[src/rtl/mips_regfile_wr_decode.sv]
`default_nettype none
// ============================================================================
//  Module   : mips_regfile_wr_decode
//  Purpose  : 32 x WIDTH MIPS register file with one-hot write decode, two
//             combinational read ports and a write-pending (RAW) scoreboard.
//             Define REGFILE_BYPASS_EN for same-cycle write-to-read forwarding.
//  Revision : 1.0  initial release
// ============================================================================
module mips_regfile_wr_decode #(
   parameter int WIDTH  = 32,
   parameter int ADDR_W = 5
) (
   input  logic                   clk,
   input  logic                   rst_n,
   input  logic                   wr_en,
   input  logic [ADDR_W-1:0]      wr_addr,
   input  logic [WIDTH-1:0]       wr_data,
   input  logic [ADDR_W-1:0]      rd_addr1,
   input  logic [ADDR_W-1:0]      rd_addr2,
   output logic [WIDTH-1:0]       rd_data1,
   output logic [WIDTH-1:0]       rd_data2,
   input  logic                   claim_en,
   input  logic [ADDR_W-1:0]      claim_addr,
   output logic                   pend1,
   output logic                   pend2,
   output logic [(1<<ADDR_W)-1:0] wr_onehot
);

   localparam int DEPTH = 1 << ADDR_W;

   logic [WIDTH-1:0] r_regs [DEPTH];
   logic [DEPTH-1:0] r_pend;
   logic [DEPTH-1:0] r_wr_onehot;
   logic [DEPTH-1:0] w_dec;
   logic [DEPTH-1:0] w_claim;

   // Bit 0 is masked in both decodes: $0 is hardwired zero and never pending.
   always_comb begin
      w_dec   = '0;
      w_claim = '0;
      if (wr_en)
         w_dec[wr_addr] = 1'b1;
      if (claim_en)
         w_claim[claim_addr] = 1'b1;
      w_dec[0]   = 1'b0;
      w_claim[0] = 1'b0;
   end

   always_ff @(posedge clk or negedge rst_n) begin
      if (!rst_n) begin
         for (int i = 0; i < DEPTH; i++)
            r_regs[i] <= '0;
      end else begin
         for (int i = 0; i < DEPTH; i++)
            if (w_dec[i])
               r_regs[i] <= wr_data;
      end
   end

   // A new claim outranks the write-back retiring an older one.
   always_ff @(posedge clk or negedge rst_n) begin
      if (!rst_n) begin
         r_pend      <= '0;
         r_wr_onehot <= '0;
      end else begin
         r_pend      <= (r_pend & ~w_dec) | w_claim;
         r_wr_onehot <= w_dec;
      end
   end

   assign wr_onehot = r_wr_onehot;

`ifdef REGFILE_BYPASS_EN
   always_comb begin
      rd_data1 = r_regs[rd_addr1];
      rd_data2 = r_regs[rd_addr2];
      pend1    = r_pend[rd_addr1];
      pend2    = r_pend[rd_addr2];
      if (w_dec[rd_addr1]) begin
         rd_data1 = wr_data;
         if (!w_claim[rd_addr1])
            pend1 = 1'b0;
      end
      if (w_dec[rd_addr2]) begin
         rd_data2 = wr_data;
         if (!w_claim[rd_addr2])
            pend2 = 1'b0;
      end
   end
`else
   assign rd_data1 = r_regs[rd_addr1];
   assign rd_data2 = r_regs[rd_addr2];
   assign pend1    = r_pend[rd_addr1];
   assign pend2    = r_pend[rd_addr2];
`endif

endmodule
`default_nettype wire

[config.mk]
export PLATFORM = sky130hd
export DESIGN_NAME = mips_regfile_wr_decode
export DESIGN_NICKNAME = d
export VERILOG_FILES = /design/src/rtl/mips_regfile_wr_decode.sv
export SDC_FILE = /design/constraint.sdc
export NUM_CORES = 2
export LEC_CHECK = 0
export CAP_MARGIN = 20
export CORE_MARGIN = 2
export CORE_UTILIZATION = 46
export DETAILED_ROUTE_END_ITERATION = 12
export PLACE_DENSITY = 0.64
export SLEW_MARGIN = 25
export SYNTH_ARGS = -nofsm -noshare
export SYNTH_HDL_FRONTEND = slang
export SYNTH_SLANG_ARGS = --single-unit
[constraint.sdc]
create_clock -name clk -period 2.84 [get_ports clk]
set_input_delay 0.426 -clock clk [delete_from_list [all_inputs] [get_ports clk]]
set_output_delay 0.426 -clock clk [all_outputs]
set_load 0.02 [all_outputs]
# After elaboration in Yosys (flattened, before gate mapping)
# Cells that the tools add are included.
word_totals:
  regBits: 1055
  word_cells: 64
classes:
  order_cmp: 8
  reduce_logical: 2
  bitwise: 5
  muxes: 16
op_table:
  columns: ["op", "count"]
  rows:
  - ["$bmux 32 s5", 2]
  - ["$mux 32", 6]
  - ["$and 32x32->32", 1]
  - ["$not 32->32", 1]
  - ["$or 32x32->32", 1]
  - ["$lt 5x6->1 const B", 4]
  - ["$ge 6x6->1 const B", 2]
  - ["$not 5->6", 2]
  - ["$bmux 1 s5", 2]
  - ["$demux 1 s5", 2]
  - ["$ge 5x1->1 const B", 2]
  - ["$mux 1", 4]
  - ["$logic_and 1x1->1", 2]

# Logic depth before layout (Yosys ltp)
depth:
  depth_word: 8
  depth_mapped: 8

# Worst setup path after synthesis
# No wires, ideal clock.
synth_path:
  kind: "input port to output port"
  startpoint: "in rd_addr1[0]"
  endpoint: "out rd_data1[20]"
  path_stages: 8
  path_slack_ns: 0.378
  required_time_ns: 2.414
  arrival_time_ns: 2.036
  n_path_buf: 5
  cell_sequence: "buf_2 -> buf_6 -> buf_4 -> buf_4 -> buf_4 -> a22o_1 -> a211oi_1 -> o31ai_1"
synth_between:
  elab_chain_cells: 4
synth_lines:
  columns: ["element", "line_no", "text"]
  rows:
  - ["from (decl)", "18", "input logic [ADDR_W-1:0] rd_addr1,"]
  - ["$not 5->6 (not written as such)", "91", "assign rd_data1 = r_regs[rd_addr1];"]
  - ["$bmux 32 s5", "91", null]
  - ["$mux 32 (not written as such) (2 in a row)", "91", null]
  - ["to (decl)", "20", "output logic [WIDTH-1:0] rd_data1,"]
# No other way between the ends. The select of a mux whose other input is x is not followed.

# Worst setup path after layout
layout_path:
  startpoint: "reg r_regs[963] in the netlist's numbering"
  endpoint: "out rd_data1[3]"
layout_between:
  elab_chain_cells: 3
layout_lines:
  columns: ["element", "line_no", "text"]
  rows:
  - ["from (decl)", "31", "logic [WIDTH-1:0] r_regs [DEPTH];"]
  - ["from (signal, indexed assignment)", "56", "r_regs[i] <= wr_data;"]
  - ["$bmux 32 s5", "91", null]
  - ["$mux 32 (not written as such) (2 in a row)", "91", null]
# No other way between the ends. The select of a mux whose other input is x is not followed.

==> results.yml <==
run_status:
  status: "finished, violations left"
  violations: "setup timing"
power:
  total_power_mw: 46.8
  powerDensity_nw_per_um2: 684
  peakVddDrop_mv: 0.471
  p_leak_nw: 30.0
floorplan:
  core_um2: 120000
  die_h_um: 352
  initial_core_util_pct: 46.5
  row_count: 127
  num_io_pins: 154
  die_w_um: 352
  die_area_um2: 124000
timing:
  fin_crit_sh_pct: 102
  setup_viol: 8
  min_period_ps: 2890
  finalHoldViolCount: 0
  fin_skew_ps: 0
  rsz0062_at_grt: "true"
  tightest_slew_ps: 610
  setup_slack_ps: -50.1
  fmax_mhz: 346
  slew_headroom_pct: 59.1
  report.final.slew_viol_count: 0
synth:
  syn_avg_cell_area_um2: 14.6
  synth_xor_area_share_pct: 0
  synthMuxAreaShare_pct: 40.2
  ys_ff_latch: 1054
  ys_warn_count: 0
  ys_top_cells_by_area: "dfrtp_1 47%, mux2_2 21%, mux4_2 16%, a22o_1 3.3%, mux2i_1 3.0%"
  synth_cell_types: 35
  synth_cells: 3825
  synth_top_area_share_pct: 47.2
  yosys.area_share.simple_pct: 2.06
  syn_area_um2: 55900
  synthesis.nets: 3881
  synth_compound_area_share_pct: 6.73
  yosysTopAreaCell: "dfrtp_1"
  ys_seq_area_share_pct: 47.2
  synthAdderAreaFrac_pct: 0
  synth_top_family_by_area: "multiplexers"
detailed_routing:
  drt_iter0_markers: 3828
  vias: 38300
  first_pass_iters: 5
  ant_nets: 0
  routed_wl_mm: 186
  drc_errors: 0
  wl_per_cell_um: 31.4
  viasPerCell: 6.48
layout:
  stdcell_area_um2: 68400
  nNetsFinal: 4258
  drive_gt1_share_pct: 55.2
  syn_to_final_growth_pct: 22.5
clocking:
  cts_tree: "done"
  cts.reportedPaths.clkPinSlew_ps: 60
  htree_num_levels: 3
  clock-sinks: 1054
  numCtsBuffers: 114
  clockBufferDepth: 3
  root_buffer: "clkbuf_16"
  clk_latency_ps: 730
worst_setup_path:
  required_ps: 2410
  slowest_stage: "a211oi_1"
  arrival_ps: 2460
  rr_worst_depth: 3
  crit_path_end_kind: "output port"
  critPathMaxStageDelay_ps: 470
  worstSetupPathType: "reg2out"
  crit_path_start_kind: "register"
  path_buf_inv: 2
  cp.depth: 6
  crit_chain: "mux2_2 -> a22o_1 -> a211oi_1 -> o31ai_1 -> buf_4 -> buf_6"
  crit_family: "compound AO/OA/AOI/OAI gates"
  worstPathMaxFanout: 3
place:
  place_area_um2: 63300
  globalplace.congestion: 0.882
  dp_hpwl_mm: 122
  port_buffers: 152
flow_run:
  cap_violations: 0
global_routing:
  grt_overflow_total: 0
  grt_pass1_wl_mm: 275
  gr-usage-all-layers_pct: 29.8
  grt_pass1_vias: 39200
  antenna_found_initial: 7
  grt_max_degree: 104
min_path:
  hold_class: "in2async"
==> kinds of logic after synthesis <==
kind of cell | Yosys count
and+or+nand+nor | 211
muxes | 1619
buffers and inverters | 431
other | 1
DFF | 1054
AOI/OAI and AO/OA | 509
==> final cells by class <==
class | instances | area [um^2]
fillers | 9514 | 51700
multi-input cells | 2340 | 28400
flip-flops and latches | 1054 | 26400
repair buffers | 675 | 7520
clock buffers | 154 | 3270
well taps | 1612 | 2020
clock inverters | 62 | 764
inverters | 17 | 65.1
diodes | 1 | 2.50
==> Yosys cell counts (all sizes together) <==
library cell  instances
and3b                 2
and2                 35
mux2i               165
buf                 198
nor3                  2
or3b                  2
or2                   2
mux4                396
o31ai                66
nor3b                 8
nand2b                2
nor2                 20
and3                 35
clkbuf              216
conb                  1
a211oi               66
a22o                213
nand3b                8
dfrtp              1054
inv                  17
o21ai                98
nand2                85
nand3                 4
o22ai                66
nor2b                 6
mux2               1058
==> metrics by stage <==
step | setup TNS (ps) | std cells | setup WS (ps) | hold WS (ps) | utilization (%)
finish | -111 | 5915 | -50.1 | 246 | 57.0
global route | -1050 | 5914 | -88.9 | 255 | 56.9
CTS | -689 | 5900 | -71.7 | 218 | 56.6
detailed placement | -18520 | 5691 | -607 | 393 | 52.7
global placement | -17790 | 5691 | -627 | 394 | 52.7
floorplan | 0 | 3825 | 378 | 130 | -
==> power breakdown <==
group          internal [mW]  switching [mW]
Combinational           6.33            4.35
Sequential              17.9            2.24
Clock                   9.43            6.51
Total                   33.7            13.1
==> registers in the layout, summed over array words and instances (netlist names) <==
name	flops
r_regs	992
r_pend	31
wr_onehot	31
==> path summary, 6_finish.rpt <==
| path | slack [ps] | end | from |
|---|---|---|---|
| min in group clk | 510 | r_regs[113]$_DFFE_PN0P_ | r_regs[113]$_DFFE_PN0P_ |
| setup reg to reg | 1830 | r_regs[23]$_DFFE_PN0P_ | r_regs[23]$_DFFE_PN0P_ |
| max in group asynchronous | 1600 | r_regs[755]$_DFFE_PN0P_ | rst_n |
| hold / removal | 250 | r_regs[480]$_DFFE_PN0P_ | rst_n |
| setup / recovery | -50 | rd_data1[3] | r_regs[963]$_DFFE_PN0P_ |
| hold reg to reg | 510 | r_regs[113]$_DFFE_PN0P_ | r_regs[113]$_DFFE_PN0P_ |
==> routing by layer <==
metal	vias up	routed length, um	track usage (%)
met5	-	54	0
met4	8	5260	8.91
met3	337	15800	6.04
met2	1695	86100	46.2
met1	20700	78600	42.5
li1	15500	-	-
==> what timing repair did <==
action,in CTS,in global routing
resized for setup,462,60
endpoints found under the setup margin,66,56
gates cloned,2,0
pin swaps,111,79
hold buffers,1,0
hold endpoints to repair,49,0
setup buffers,13,18
==> cell usage in the layout, fill, tap and decap left out, drive strengths merged, types with 75 or more instances in the layout <==
cell type and instances:
a22o 213, buf 597, clkbuf 154, clkdlybuf4s50 75, dfrtp 1054, mux2 1058, mux2i 165, mux4 396
nand2 85, o21ai 98
(Power assumes the default switching activity.)
